**src/rtl/mips789_ctl_pkg.sv**
```systemverilog
// mips789_ctl_pkg: state, id_cmd and PC-select encodings shared by
// the pipeline control FSM, its bus interface and sub-blocks.
// Optional divide stall state is present only with CTL_DIV_EN.
package mips789_ctl_pkg;

  typedef enum logic [3:0] {
    S_RST  = 4'd0,
    S_IDLE = 4'd1,
    S_NOI  = 4'd2,
    S_CUR  = 4'd3,
    S_MUL  = 4'd4,
`ifdef CTL_DIV_EN
    S_DIV  = 4'd5,
`endif
    S_LD   = 4'd6,
    S_IRQ  = 4'd7,
    S_RET  = 4'd8
  } state_e;

  localparam logic [2:0] CMD_NONE = 3'd0;
  localparam logic [2:0] CMD_NOI  = 3'd1;
  localparam logic [2:0] CMD_CUR  = 3'd2;
  localparam logic [2:0] CMD_MUL  = 3'd3;
  localparam logic [2:0] CMD_LD   = 3'd4;
  localparam logic [2:0] CMD_RET  = 3'd5;
  localparam logic [2:0] CMD_DIV  = 3'd6;

  localparam logic [3:0] PC_IGN = 4'b0001;
  localparam logic [3:0] PC_KEP = 4'b0010;
  localparam logic [3:0] PC_IRQ = 4'b0100;
  localparam logic [3:0] PC_RST = 4'b1000;

  // Width of an index into n sources, never below one bit.
  function automatic int idx_w(input int n);
    return (n > 1) ? $clog2(n) : 1;
  endfunction

  function automatic int max2(input int a, input int b);
    return (a > b) ? a : b;
  endfunction

endpackage

```
**src/rtl/pipe_ctl_fsm_if.sv**
```systemverilog
// pipe_ctl_fsm_if: decode-side inputs (pause, id_cmd, irq, irq_mask)
// and control outputs (iack, irq_id, busy, nop, clr/cls, pc_prectl).
interface pipe_ctl_fsm_if #(
  parameter int IRQ_N = 4
);
  import mips789_ctl_pkg::*;

  localparam int IDW = idx_w(IRQ_N);

  logic             pause;
  logic [2:0]       id_cmd;
  logic [IRQ_N-1:0] irq;
  logic [IRQ_N-1:0] irq_mask;

  logic             iack;
  logic [IDW-1:0]   irq_id;
  logic             busy;
  logic             zz_is_nop;
  logic             id2ra_ins_clr;
  logic             id2ra_ins_cls;
  logic             id2ra_ctl_clr;
  logic             id2ra_ctl_cls;
  logic             ra2exec_ctl_clr;
  logic [3:0]       pc_prectl;

  modport master (
    output pause, id_cmd, irq, irq_mask,
    input  iack, irq_id, busy, zz_is_nop,
    input  id2ra_ins_clr, id2ra_ins_cls,
    input  id2ra_ctl_clr, id2ra_ctl_cls,
    input  ra2exec_ctl_clr, pc_prectl
  );

  modport slave (
    input  pause, id_cmd, irq, irq_mask,
    output iack, irq_id, busy, zz_is_nop,
    output id2ra_ins_clr, id2ra_ins_cls,
    output id2ra_ctl_clr, id2ra_ctl_cls,
    output ra2exec_ctl_clr, pc_prectl
  );

endinterface

```
**src/rtl/irq_prio_enc.sv**
```systemverilog
// irq_prio_enc: masked-request priority encoder, lowest index wins.
// Ports: req (N) in; valid (any request), idx (W) winning index out.
module irq_prio_enc #(
  parameter int N = 4,
  parameter int W = 2
) (
  input  logic [N-1:0] req,
  output logic         valid,
  output logic [W-1:0] idx
);

  // Scan high to low so the lowest set bit is written last.
  always_comb begin
    valid = |req;
    idx   = '0;
    for (int i = N - 1; i >= 0; i--) begin
      if (req[i]) idx = W'(i);
    end
  end

endmodule

```
**src/rtl/pipe_ctl_fsm.sv**
```systemverilog
// pipe_ctl_fsm: mips789 hazard/stall/interrupt controller driving
// pipeline-register clr/cls and PC-next select. Ports: clk, rst
// (sync, active-low), bus (pipe_ctl_fsm_if.slave). Macro: CTL_DIV_EN.
module pipe_ctl_fsm
  import mips789_ctl_pkg::*;
#(
  parameter int MUL_LAT = 33,
  parameter int DIV_LAT = 34,
  parameter int LD_LAT  = 1,
  parameter int IRQ_N   = 4
) (
  input  logic           clk,
  input  logic           rst,
  pipe_ctl_fsm_if.slave  bus
);

  localparam int IDW = idx_w(IRQ_N);

`ifdef CTL_DIV_EN
  localparam int MAX_LAT =
    max2(max2(MUL_LAT, LD_LAT), DIV_LAT);
`else
  localparam int MAX_LAT = max2(MUL_LAT, LD_LAT);
`endif

  localparam int CW = $clog2(MAX_LAT + 1);

  localparam logic [CW-1:0] MUL_END = CW'(MUL_LAT - 1);
  localparam logic [CW-1:0] LD_END  = CW'(LD_LAT - 1);
`ifdef CTL_DIV_EN
  localparam logic [CW-1:0] DIV_END = CW'(DIV_LAT - 1);
`else
  // Divide latency has no effect without the divider.
  logic unused_div_lat;
  assign unused_div_lat = ^DIV_LAT;
`endif

  state_e         state, state_n;
  state_e         cmd_st;
  logic [CW-1:0]  cnt, cnt_n;
  logic [CW-1:0]  lat_end;
  logic           iack, iack_n;
  logic [IDW-1:0] irq_id, irq_id_n;
  logic           pend;
  logic [IDW-1:0] pend_idx;
  logic           take;

  irq_prio_enc #(
    .N (IRQ_N),
    .W (IDW)
  ) u_enc (
    .req   (bus.irq & bus.irq_mask),
    .valid (pend),
    .idx   (pend_idx)
  );

  // An interrupt already in service blocks new ones until RET.
  assign take = ~iack & pend;

  always_comb begin
    cmd_st = S_IDLE;
    unique case (1'b1)
      bus.id_cmd == CMD_NOI: cmd_st = S_NOI;
      bus.id_cmd == CMD_CUR: cmd_st = S_CUR;
      bus.id_cmd == CMD_MUL: cmd_st = S_MUL;
      bus.id_cmd == CMD_LD:  cmd_st = S_LD;
      bus.id_cmd == CMD_RET: cmd_st = S_RET;
`ifdef CTL_DIV_EN
      bus.id_cmd == CMD_DIV: cmd_st = S_DIV;
`endif
      default:               cmd_st = S_IDLE;
    endcase
  end

  always_comb begin
    lat_end = '0;
    case (state)
      S_MUL:   lat_end = MUL_END;
      S_LD:    lat_end = LD_END;
`ifdef CTL_DIV_EN
      S_DIV:   lat_end = DIV_END;
`endif
      default: lat_end = '0;
    endcase
  end

  always_comb begin
    state_n  = state;
    cnt_n    = cnt;
    iack_n   = iack;
    irq_id_n = irq_id;
    if (!bus.pause) begin
      case (state)
        S_IDLE, S_NOI: begin
          if (take) begin
            state_n  = S_IRQ;
            iack_n   = 1'b1;
            irq_id_n = pend_idx;
          end else begin
            state_n = cmd_st;
            if (cmd_st == S_RET) iack_n = 1'b0;
          end
        end
        S_CUR: state_n = S_NOI;
`ifdef CTL_DIV_EN
        S_MUL, S_LD, S_DIV: begin
`else
        S_MUL, S_LD: begin
`endif
          if (cnt == lat_end) begin
            state_n = S_IDLE;
            cnt_n   = '0;
          end else begin
            cnt_n = cnt + CW'(1);
          end
        end
        S_IRQ, S_RET: state_n = S_IDLE;
        S_RST: begin
          state_n = S_IDLE;
          cnt_n   = '0;
        end
        default: begin
          state_n = S_RST;
          cnt_n   = '0;
        end
      endcase
    end
  end

  always_ff @(posedge clk) begin
    if (!rst) begin
      state  <= S_RST;
      cnt    <= '0;
      iack   <= 1'b0;
      irq_id <= '0;
    end else begin
      state  <= state_n;
      cnt    <= cnt_n;
      iack   <= iack_n;
      irq_id <= irq_id_n;
    end
  end

  assign bus.iack   = iack;
  assign bus.irq_id = irq_id;

  always_comb begin
    bus.busy            = 1'b0;
    bus.zz_is_nop       = 1'b0;
    bus.id2ra_ins_clr   = 1'b0;
    bus.id2ra_ins_cls   = 1'b0;
    bus.id2ra_ctl_clr   = 1'b0;
    bus.id2ra_ctl_cls   = 1'b0;
    bus.ra2exec_ctl_clr = 1'b0;
    bus.pc_prectl       = PC_IGN;
    case (state)
      S_IDLE, S_NOI, S_RET: ;
`ifdef CTL_DIV_EN
      S_MUL, S_LD, S_DIV: begin
`else
      S_MUL, S_LD: begin
`endif
        bus.busy          = 1'b1;
        bus.id2ra_ins_clr = 1'b1;
        bus.id2ra_ctl_clr = 1'b1;
        bus.pc_prectl     = PC_KEP;
      end
      S_CUR: begin
        bus.id2ra_ins_cls   = 1'b1;
        bus.id2ra_ctl_cls   = 1'b1;
        bus.ra2exec_ctl_clr = 1'b1;
        bus.zz_is_nop       = 1'b1;
        bus.pc_prectl       = PC_KEP;
      end
      S_IRQ: begin
        bus.id2ra_ins_clr   = 1'b1;
        bus.id2ra_ctl_clr   = 1'b1;
        bus.ra2exec_ctl_clr = 1'b1;
        bus.pc_prectl       = PC_IRQ;
      end
      default: begin
        bus.id2ra_ins_clr   = 1'b1;
        bus.id2ra_ctl_clr   = 1'b1;
        bus.ra2exec_ctl_clr = 1'b1;
        bus.zz_is_nop       = 1'b1;
        bus.pc_prectl       = PC_RST;
      end
    endcase
  end

endmodule
```
**src/flat_wrapper.sv**
```systemverilog
// flat-port wrapper written by rule: the top's interface ports become plain ports
module pipe_ctl_fsm_flat import mips789_ctl_pkg::*;
#(
  parameter int MUL_LAT = 33,
  parameter int DIV_LAT = 34,
  parameter int LD_LAT  = 1,
  parameter int IRQ_N   = 4
)
  (clk, rst, bus_pause, bus_id_cmd, bus_irq, bus_irq_mask, bus_iack, bus_irq_id, bus_busy, bus_zz_is_nop, bus_id2ra_ins_clr, bus_id2ra_ins_cls, bus_id2ra_ctl_clr, bus_id2ra_ctl_cls, bus_ra2exec_ctl_clr, bus_pc_prectl);
  pipe_ctl_fsm_if #(.IRQ_N(IRQ_N)) bus_i ();
  input  logic clk;
  input  logic rst;
  input wire logic [$bits(bus_i.pause)-1:0] bus_pause;
  input wire logic [$bits(bus_i.id_cmd)-1:0] bus_id_cmd;
  input wire logic [$bits(bus_i.irq)-1:0] bus_irq;
  input wire logic [$bits(bus_i.irq_mask)-1:0] bus_irq_mask;
  output wire logic [$bits(bus_i.iack)-1:0] bus_iack;
  output wire logic [$bits(bus_i.irq_id)-1:0] bus_irq_id;
  output wire logic [$bits(bus_i.busy)-1:0] bus_busy;
  output wire logic [$bits(bus_i.zz_is_nop)-1:0] bus_zz_is_nop;
  output wire logic [$bits(bus_i.id2ra_ins_clr)-1:0] bus_id2ra_ins_clr;
  output wire logic [$bits(bus_i.id2ra_ins_cls)-1:0] bus_id2ra_ins_cls;
  output wire logic [$bits(bus_i.id2ra_ctl_clr)-1:0] bus_id2ra_ctl_clr;
  output wire logic [$bits(bus_i.id2ra_ctl_cls)-1:0] bus_id2ra_ctl_cls;
  output wire logic [$bits(bus_i.ra2exec_ctl_clr)-1:0] bus_ra2exec_ctl_clr;
  output wire logic [$bits(bus_i.pc_prectl)-1:0] bus_pc_prectl;
  assign bus_i.pause = bus_pause;
  assign bus_i.id_cmd = bus_id_cmd;
  assign bus_i.irq = bus_irq;
  assign bus_i.irq_mask = bus_irq_mask;
  assign bus_iack = bus_i.iack;
  assign bus_irq_id = bus_i.irq_id;
  assign bus_busy = bus_i.busy;
  assign bus_zz_is_nop = bus_i.zz_is_nop;
  assign bus_id2ra_ins_clr = bus_i.id2ra_ins_clr;
  assign bus_id2ra_ins_cls = bus_i.id2ra_ins_cls;
  assign bus_id2ra_ctl_clr = bus_i.id2ra_ctl_clr;
  assign bus_id2ra_ctl_cls = bus_i.id2ra_ctl_cls;
  assign bus_ra2exec_ctl_clr = bus_i.ra2exec_ctl_clr;
  assign bus_pc_prectl = bus_i.pc_prectl;
  pipe_ctl_fsm #(.MUL_LAT(MUL_LAT), .DIV_LAT(DIV_LAT), .LD_LAT(LD_LAT), .IRQ_N(IRQ_N)) u_core (.clk(clk), .rst(rst), .bus(bus_i));
endmodule
```
**config.mk**
```make
export PLATFORM = sky130hd
export DESIGN_NAME = pipe_ctl_fsm_flat
export DESIGN_NICKNAME = d
export VERILOG_FILES = /design/src/rtl/mips789_ctl_pkg.sv /design/src/rtl/pipe_ctl_fsm_if.sv /design/src/rtl/irq_prio_enc.sv /design/src/rtl/pipe_ctl_fsm.sv /design/src/flat_wrapper.sv
export SDC_FILE = /design/constraint.sdc
export NUM_CORES = 1
export LEC_CHECK = 0
export CORE_MARGIN = 5
export CORE_UTILIZATION = 48
export CTS_CLUSTER_DIAMETER = 60
export DETAILED_ROUTE_END_ITERATION = 7
export GPL_TIMING_DRIVEN = 0
export PLACE_DENSITY = 0.86
export SYNTH_ARGS = -nofsm -noshare
export SYNTH_HDL_FRONTEND = slang
export SYNTH_SLANG_ARGS = --single-unit
```
**constraint.sdc**
```tcl
create_clock -name clk -period 2.5 [get_ports clk]
set_clock_uncertainty 0.15 [all_clocks]
set_input_delay 0.5 -clock clk [delete_from_list [all_inputs] [get_ports clk]]
set_output_delay 0.5 -clock clk [all_outputs]
set_load 0.05 [all_outputs]
```
After elaboration in Yosys (flattened, before gate mapping)
Cells that the tools add are included.

word-level totals
  output and inout port bits = 14
  word-level logic and storage cells = 60
  input port bits = 14
  bits in registers = 13

cells by class
  bitwise logic cells = 5
  mux-type cells = 19
  reduce and logical (&&, ||, !) cells = 16
  $add $sub $neg = 1
  eq/ne operators = 15

operators by type and width
  operator                                              count
  case mux 4 bit (5 select lines)                       1
  case mux 4 bit (4 select lines)                       1
  equality test 4 x 3 -> 1 bit (second input constant)  3
  two-way mux 6 bit                                     2
  case mux 4 bit (3 select lines)                       1
  case mux 6 bit (2 select lines)                       1
  OR reduction 5 bit                                    2
  OR reduction 3 bit                                    3
  equality test 4 x 2 -> 1 bit (second input constant)  2
  equality test 4 bit (second input constant)           2
  two-way mux 2 bit                                     4
  two-way mux 4 bit                                     2
  OR reduction 4 bit                                    2
  two-way mux 1 bit                                     7
  adder 6 x 1 -> 6 bit (second input constant)          1
  equality test 3 x 2 -> 1 bit (second input constant)  2
  equality test 3 bit (second input constant)           2
  equality test 6 bit                                   1
  AND reduction 3 bit                                   2
  OR reduction 6 bit                                    1
  AND 4 bit                                             1
  equality test 4 x 1 -> 1 bit (second input constant)  1
  logical NOT 4 bit                                     1
  AND reduction 2 bit                                   2
  6 further kinds                                       9

Logic depth before layout (Yosys ltp)
  depth after elaboration = 5
  mapped depth = 6
  gate-level depth less buffers = 6

Cells and area by module
From an unflattened synthesis, not the netlist that was laid out.

second synthesis, totals
  cells, all modules = 137
  area, all modules = 1017.2 um^2

modules (own cells, without submodules)
  module        area each (um^2)  sequential area each (um^2)  times used  cells an instance
  pipe_ctl_fsm  982.2             260.2                        1           130
  irq_prio_enc  35.0              0.0                          1           7

Worst setup path before layout
Ideal clock, no wire load.

  path kind = register -> output
  start = register u_core.state[1]
  end = output port bus_zz_is_nop
  arrival = 2163 ps
  data required time = 1850 ps
  stages on the path, launching flop included = 5
  setup slack = -313 ps
  buffers on the path = 1
  path through = dfxtp_1 buf_2 nor2b_1 and3_1 nor3_1

between the ends
  longest elaborated chain between the ends = 3
  elaborated cells between the ends (all ways) = 8
  classes of those cells = 6 x eq/ne; 1 x mux; 1 x reduce/logical

ends and longest elaborated chain
  element                                               line                 source
  start: declaration                                    pipe_ctl_fsm.sv:38   state_e state, state_n;
  start signal: assignment                              pipe_ctl_fsm.sv:137  state <= state_n;
  equality test 4 x 1 -> 1 bit (tied with other cells)  pipe_ctl_fsm.sv:156  case (state)
  OR reduction 6 bit (no line) *                        n/a
  two-way mux 1 bit *                                   pipe_ctl_fsm.sv:156
  end: declaration                                      flat_wrapper.sv:20   output wire logic [$bits(bus_i.zz_is_nop)-1:0] bus_zz_is_nop;

Mark *: on every way between the ends. The rest lies on a longest branch, timed or not.

Worst setup path in the final report
  start = register u_core.state[3]
  end = output port bus_zz_is_nop

The elaborated chain is that of the path after synthesis.

==> insert_results.sql <==
INSERT INTO impl_metrics (metric_group, metric, value, unit) VALUES
('outcome', 'status', 'finished clean', ''),
('yosys', 'synth_area', '0.00106', 'sq mm'),
('yosys', 'synth_top_area_share', '24.6', '%'),
('sta', 'final_hold_viol_count', '0', ''),
('critical_path', 'critical_path.endpoint_type', 'output pin', ''),
('sta', 'layout_min_cycle_time', '2.40', 'ns'),
('final_layout', 'net_count_reported_at_finish', '179', ''),
('clock_tree', 'cts_setup_buffers', '0', ''),
('critical_path', 'worst_setup_path_start_kind', 'flop', ''),
('sta', 'total_negative_slack', '0', 'ns'),
('sta', 'finalMaxSlewViolations', '0', ''),
('clock_tree', 'ctsHtreeMaxLevel', '1', ''),
('sta', 'maxClockFrequency', '0.416', 'GHz'),
('critical_path', 'r2r.worst_path.cells', '6', ''),
('floorplanning', 'floorplan.die_area', '0.00324', 'sq mm'),
('clock_tree', 'clock_latency', '0.28', 'ns'),
('critical_path', 'critical_path_arrival', '1.75', 'ns'),
('floorplanning', 'floorplan.initialDensity', '49.3', '%'),
('floorplanning', 'fp.dieW', '57.0', 'um'),
('critical_path', 'critPathCapture', 'bus_zz_is_nop', ''),
('hold_path', 'hold_path.class', 'flop to flop', ''),
('sta', 'layout_worst_path_cycle_share', '96.2', '%'),
('global_route', 'grt.overflow.total', '0', ''),
('route', 'drt_drc_violations_left', '0', ''),
('floorplanning', 'placement_rows', '17', ''),
('final_layout', 'post_layout_nonfiller_instances', '190', ''),
('yosys', 'yosys_warnings', '0', ''),
('route', 'drt_iter0_drc', '35', ''),
('floorplanning', 'fp.coreArea', '0.00215', 'sq mm'),
('route', 'drt-wirelength-per-cell', '14.1', 'um'),
('placed_design', 'pre_cts_slack', '-0.133', 'ns'),
('critical_path', 'ff2ff_setup_slack', '0.58', 'ns'),
('yosys', 'seq_area_frac_synth', '24.6', '%'),
('sta', 'worstMarginPinSlew', '0.486', 'ns'),
('placed_design', 'gpl.final_weighted_congestion', '0.868', ''),
('final_layout', 'final_layout_size_suffix_gt1_share', '21.6', '%'),
('pwr', 'ir_drop', '419', 'uV'),
('route', 'route.detailed.vias_per_inst', '5.94', ''),
('pwr', 'totalPowerFinal', '758', 'uW'),
('route', 'drt_pass1_iterations', '4', ''),
('pwr', 'power.static_leakage', '0.532', 'nW'),
('critical_path', 'crit_path_start', 'u_core.state[3]$_SDFFE_PN0P_', ''),
('yosys', 'ys.flop_type', 'sky130_fd_sc_hd__dfxtp_1', ''),
('yosys', 'synth_top_cells_by_count', 'sky130_fd_sc_hd__nand2_1 (14), sky130_fd_sc_hd__dfxtp_1 (13), sky130_fd_sc_hd__nor2_1 (8)', ''),
('global_route', 'grt_util_all_layers', '16.0', '%'),
('global_route', 'grt_pass1_wl', '4.31', 'mm'),
('critical_path', 'timing.rr.start', 'u_core.cnt[0]$_SDFFE_PN0P_', ''),
('clock_tree', 'tritoncts_num_sinks', '13', ''),
('yosys', 'synth.net_count', '148', ''),
('critical_path', 'r2r-end', 'u_core.cnt[1]$_SDFFE_PN0P_', ''),
('yosys', 'synthDistinctLibCells', '53', ''),
('clock_tree', 'cts_tree', 'yes', ''),
('yosys', 'synthDominantAreaCellType', 'sky130_fd_sc_hd__dfxtp_1', ''),
('yosys', 'ys_seq_elements', '13', ''),
('critical_path', 'criticalPathCategory', 'flop to output pin', ''),
('clock_tree', 'numCtsBuffers', '3', ''),
('placed_design', 'placed_cells', '186', ''),
('floorplanning', 'die_h', '57.0', 'um'),
('clock_tree', 'clockRootBuffer', 'sky130_fd_sc_hd__clkbuf_4', ''),
('final_layout', 'insertedDiodeCount', '0', ''),
('placed_design', 'portBuffers', '26', ''),
('sta', 'setup-violations-final', '0', ''),
('critical_path', 'worstPathMaxFanout', '10', ''),
('route', 'drt_wl_total', '2.68', 'mm'),
('yosys', 'synthesis.area_per_instance', '8.02', 'sq um'),
('clock_tree', 'clock_path_buffers', '2', ''),
('yosys', 'syn_inst', '132', ''),
('sta', 'slew_headroom', '66.7', '%'),
('final_layout', 'layout-area-overhead-vs-synth', '30.9', '%'),
('critical_path', 'crit_required', '1.85', 'ns'),
('sta', 'rsz0062_at_grt', 'no', '');
==> per-stage QoR <==
stage | hold slack, ns | util (%)
after CTS | 0.330 | 64.8
after floorplan | 0.321 | -
after global routing | 0.384 | 64.5
after global placement | 0.299 | 63.4
after detailed placement | 0.318 | 63.4
final | 0.325 | 64.5
==> cell usage in the layout (no fill, tap or decap), types with 3 or more instances in the layout <==
| master | Yosys | routed |
|---|---|---|
| sky130_fd_sc_hd__clkdlybuf4s50_1 | 0 | 15 |
| sky130_fd_sc_hd__nand2_1 | 14 | 14 |
| sky130_fd_sc_hd__dfxtp_1 | 13 | 11 |
| sky130_fd_sc_hd__nor2_1 | 8 | 7 |
| sky130_fd_sc_hd__nand3b_1 | 7 | 7 |
| sky130_fd_sc_hd__a21oi_1 | 6 | 6 |
| sky130_fd_sc_hd__nor3_1 | 6 | 5 |
| sky130_fd_sc_hd__clkdlybuf4s15_2 | 0 | 5 |
| sky130_fd_sc_hd__clkbuf_4 | 0 | 4 |
| sky130_fd_sc_hd__nor2b_1 | 4 | 4 |
| sky130_fd_sc_hd__and2_1 | 4 | 4 |
| sky130_fd_sc_hd__inv_1 | 3 | 3 |
| sky130_fd_sc_hd__buf_4 | 3 | 3 |
| sky130_fd_sc_hd__buf_2 | 2 | 3 |
| sky130_fd_sc_hd__clkbuf_2 | 0 | 3 |
| sky130_fd_sc_hd__and3_1 | 3 | 3 |
| sky130_fd_sc_hd__o21ai_1 | 3 | 3 |
| sky130_fd_sc_hd__clkbuf_1 | 3 | 3 |
| sky130_fd_sc_hd__o22ai_1 | 3 | 3 |
==> cells by family after synthesis <==
kind of cell | Yosys count | synth area share (%)
AO/OA/AOI/OAI | 38 | 28.2
XOR/XNOR | 3 | 2.48
adder cells (fa/ha/maj) | 2 | 2.36
buffers and inverters | 12 | 5.55
flip-flops | 13 | 24.6
multiplexers | 1 | 0.946
AND/OR/NAND/NOR | 63 | 35.8
==> worst min-delay path by stage <==
stage	startpoint	endpoint	slack (ns)	depth (start not counted)
3_3_place_gp	u_core.bus.irq_id[0]$_SDFFE_PN0P_	u_core.bus.irq_id[0]$_SDFFE_PN0P_	0.30	2
6_report	u_core.bus.irq_id[0]$_SDFFE_PN0P_	u_core.bus.irq_id[0]$_SDFFE_PN0P_	0.32	2
3_5_place_dp	u_core.bus.irq_id[0]$_SDFFE_PN0P_	u_core.bus.irq_id[0]$_SDFFE_PN0P_	0.32	2
5_1_grt	u_core.bus.irq_id[0]$_SDFFE_PN0P_	u_core.bus.irq_id[0]$_SDFFE_PN0P_	0.38	2
2_1_floorplan	u_core.cnt[2]$_SDFFE_PN0P_	u_core.cnt[2]$_SDFFE_PN0P_	0.32	2
4_1_cts	u_core.bus.irq_id[0]$_SDFFE_PN0P_	u_core.bus.irq_id[0]$_SDFFE_PN0P_	0.33	2
==> layer usage <==
metal  up-vias  GRT usage, %  wire length [um]
li1        555             -                 -
met4         0          5.30                31
met1       540          18.8              1150
met2        31          29.5              1370
met5         -             0                 0
met3         3          2.04               123
==> repair_timing <==
action,4_1_cts,5_1_grt
hold buffers,0,0
resized for setup,26,12
setup endpoints to repair,11,8
==> flip-flops by register name, summed over array words and instances, names as in the netlist <==
name	count
u_core.state	4
u_core.bus.irq_id	2
u_core.cnt	6
u_core.bus.iack	1
==> power breakdown <==
group          switching [mW]  internal [mW]
Combinational           0.253          0.136
Sequential             0.0166          0.218
Clock                  0.0720         0.0621
==> worst max-delay path: stages, from the launching register on <==
cell and delay, ns:
sky130_fd_sc_hd__dfxtp_1 0.43, sky130_fd_sc_hd__buf_2 0.26, sky130_fd_sc_hd__o21ai_1 0.11, sky130_fd_sc_hd__o21ai_1 0.11, sky130_fd_sc_hd__nor2_2 0.07, sky130_fd_sc_hd__nor3_2 0.10
sky130_fd_sc_hd__clkdlybuf4s15_2 0.38
==> final cells by class <==
cell class / instances / area [sq um] / share of cell area, %
multi-input cells: 107 / 754 / 54.5
inverters: 4 / 15.0 / 1.08
clock buffers: 4 / 26.3 / 1.90
well taps: 28 / 35.0 / 2.53
flip-flops and latches: 13 / 263 / 19.0
repair buffers: 26 / 244 / 17.6
plain buffers: 8 / 47.5 / 3.43
Note: power is estimated with default switching activity, not from simulation.
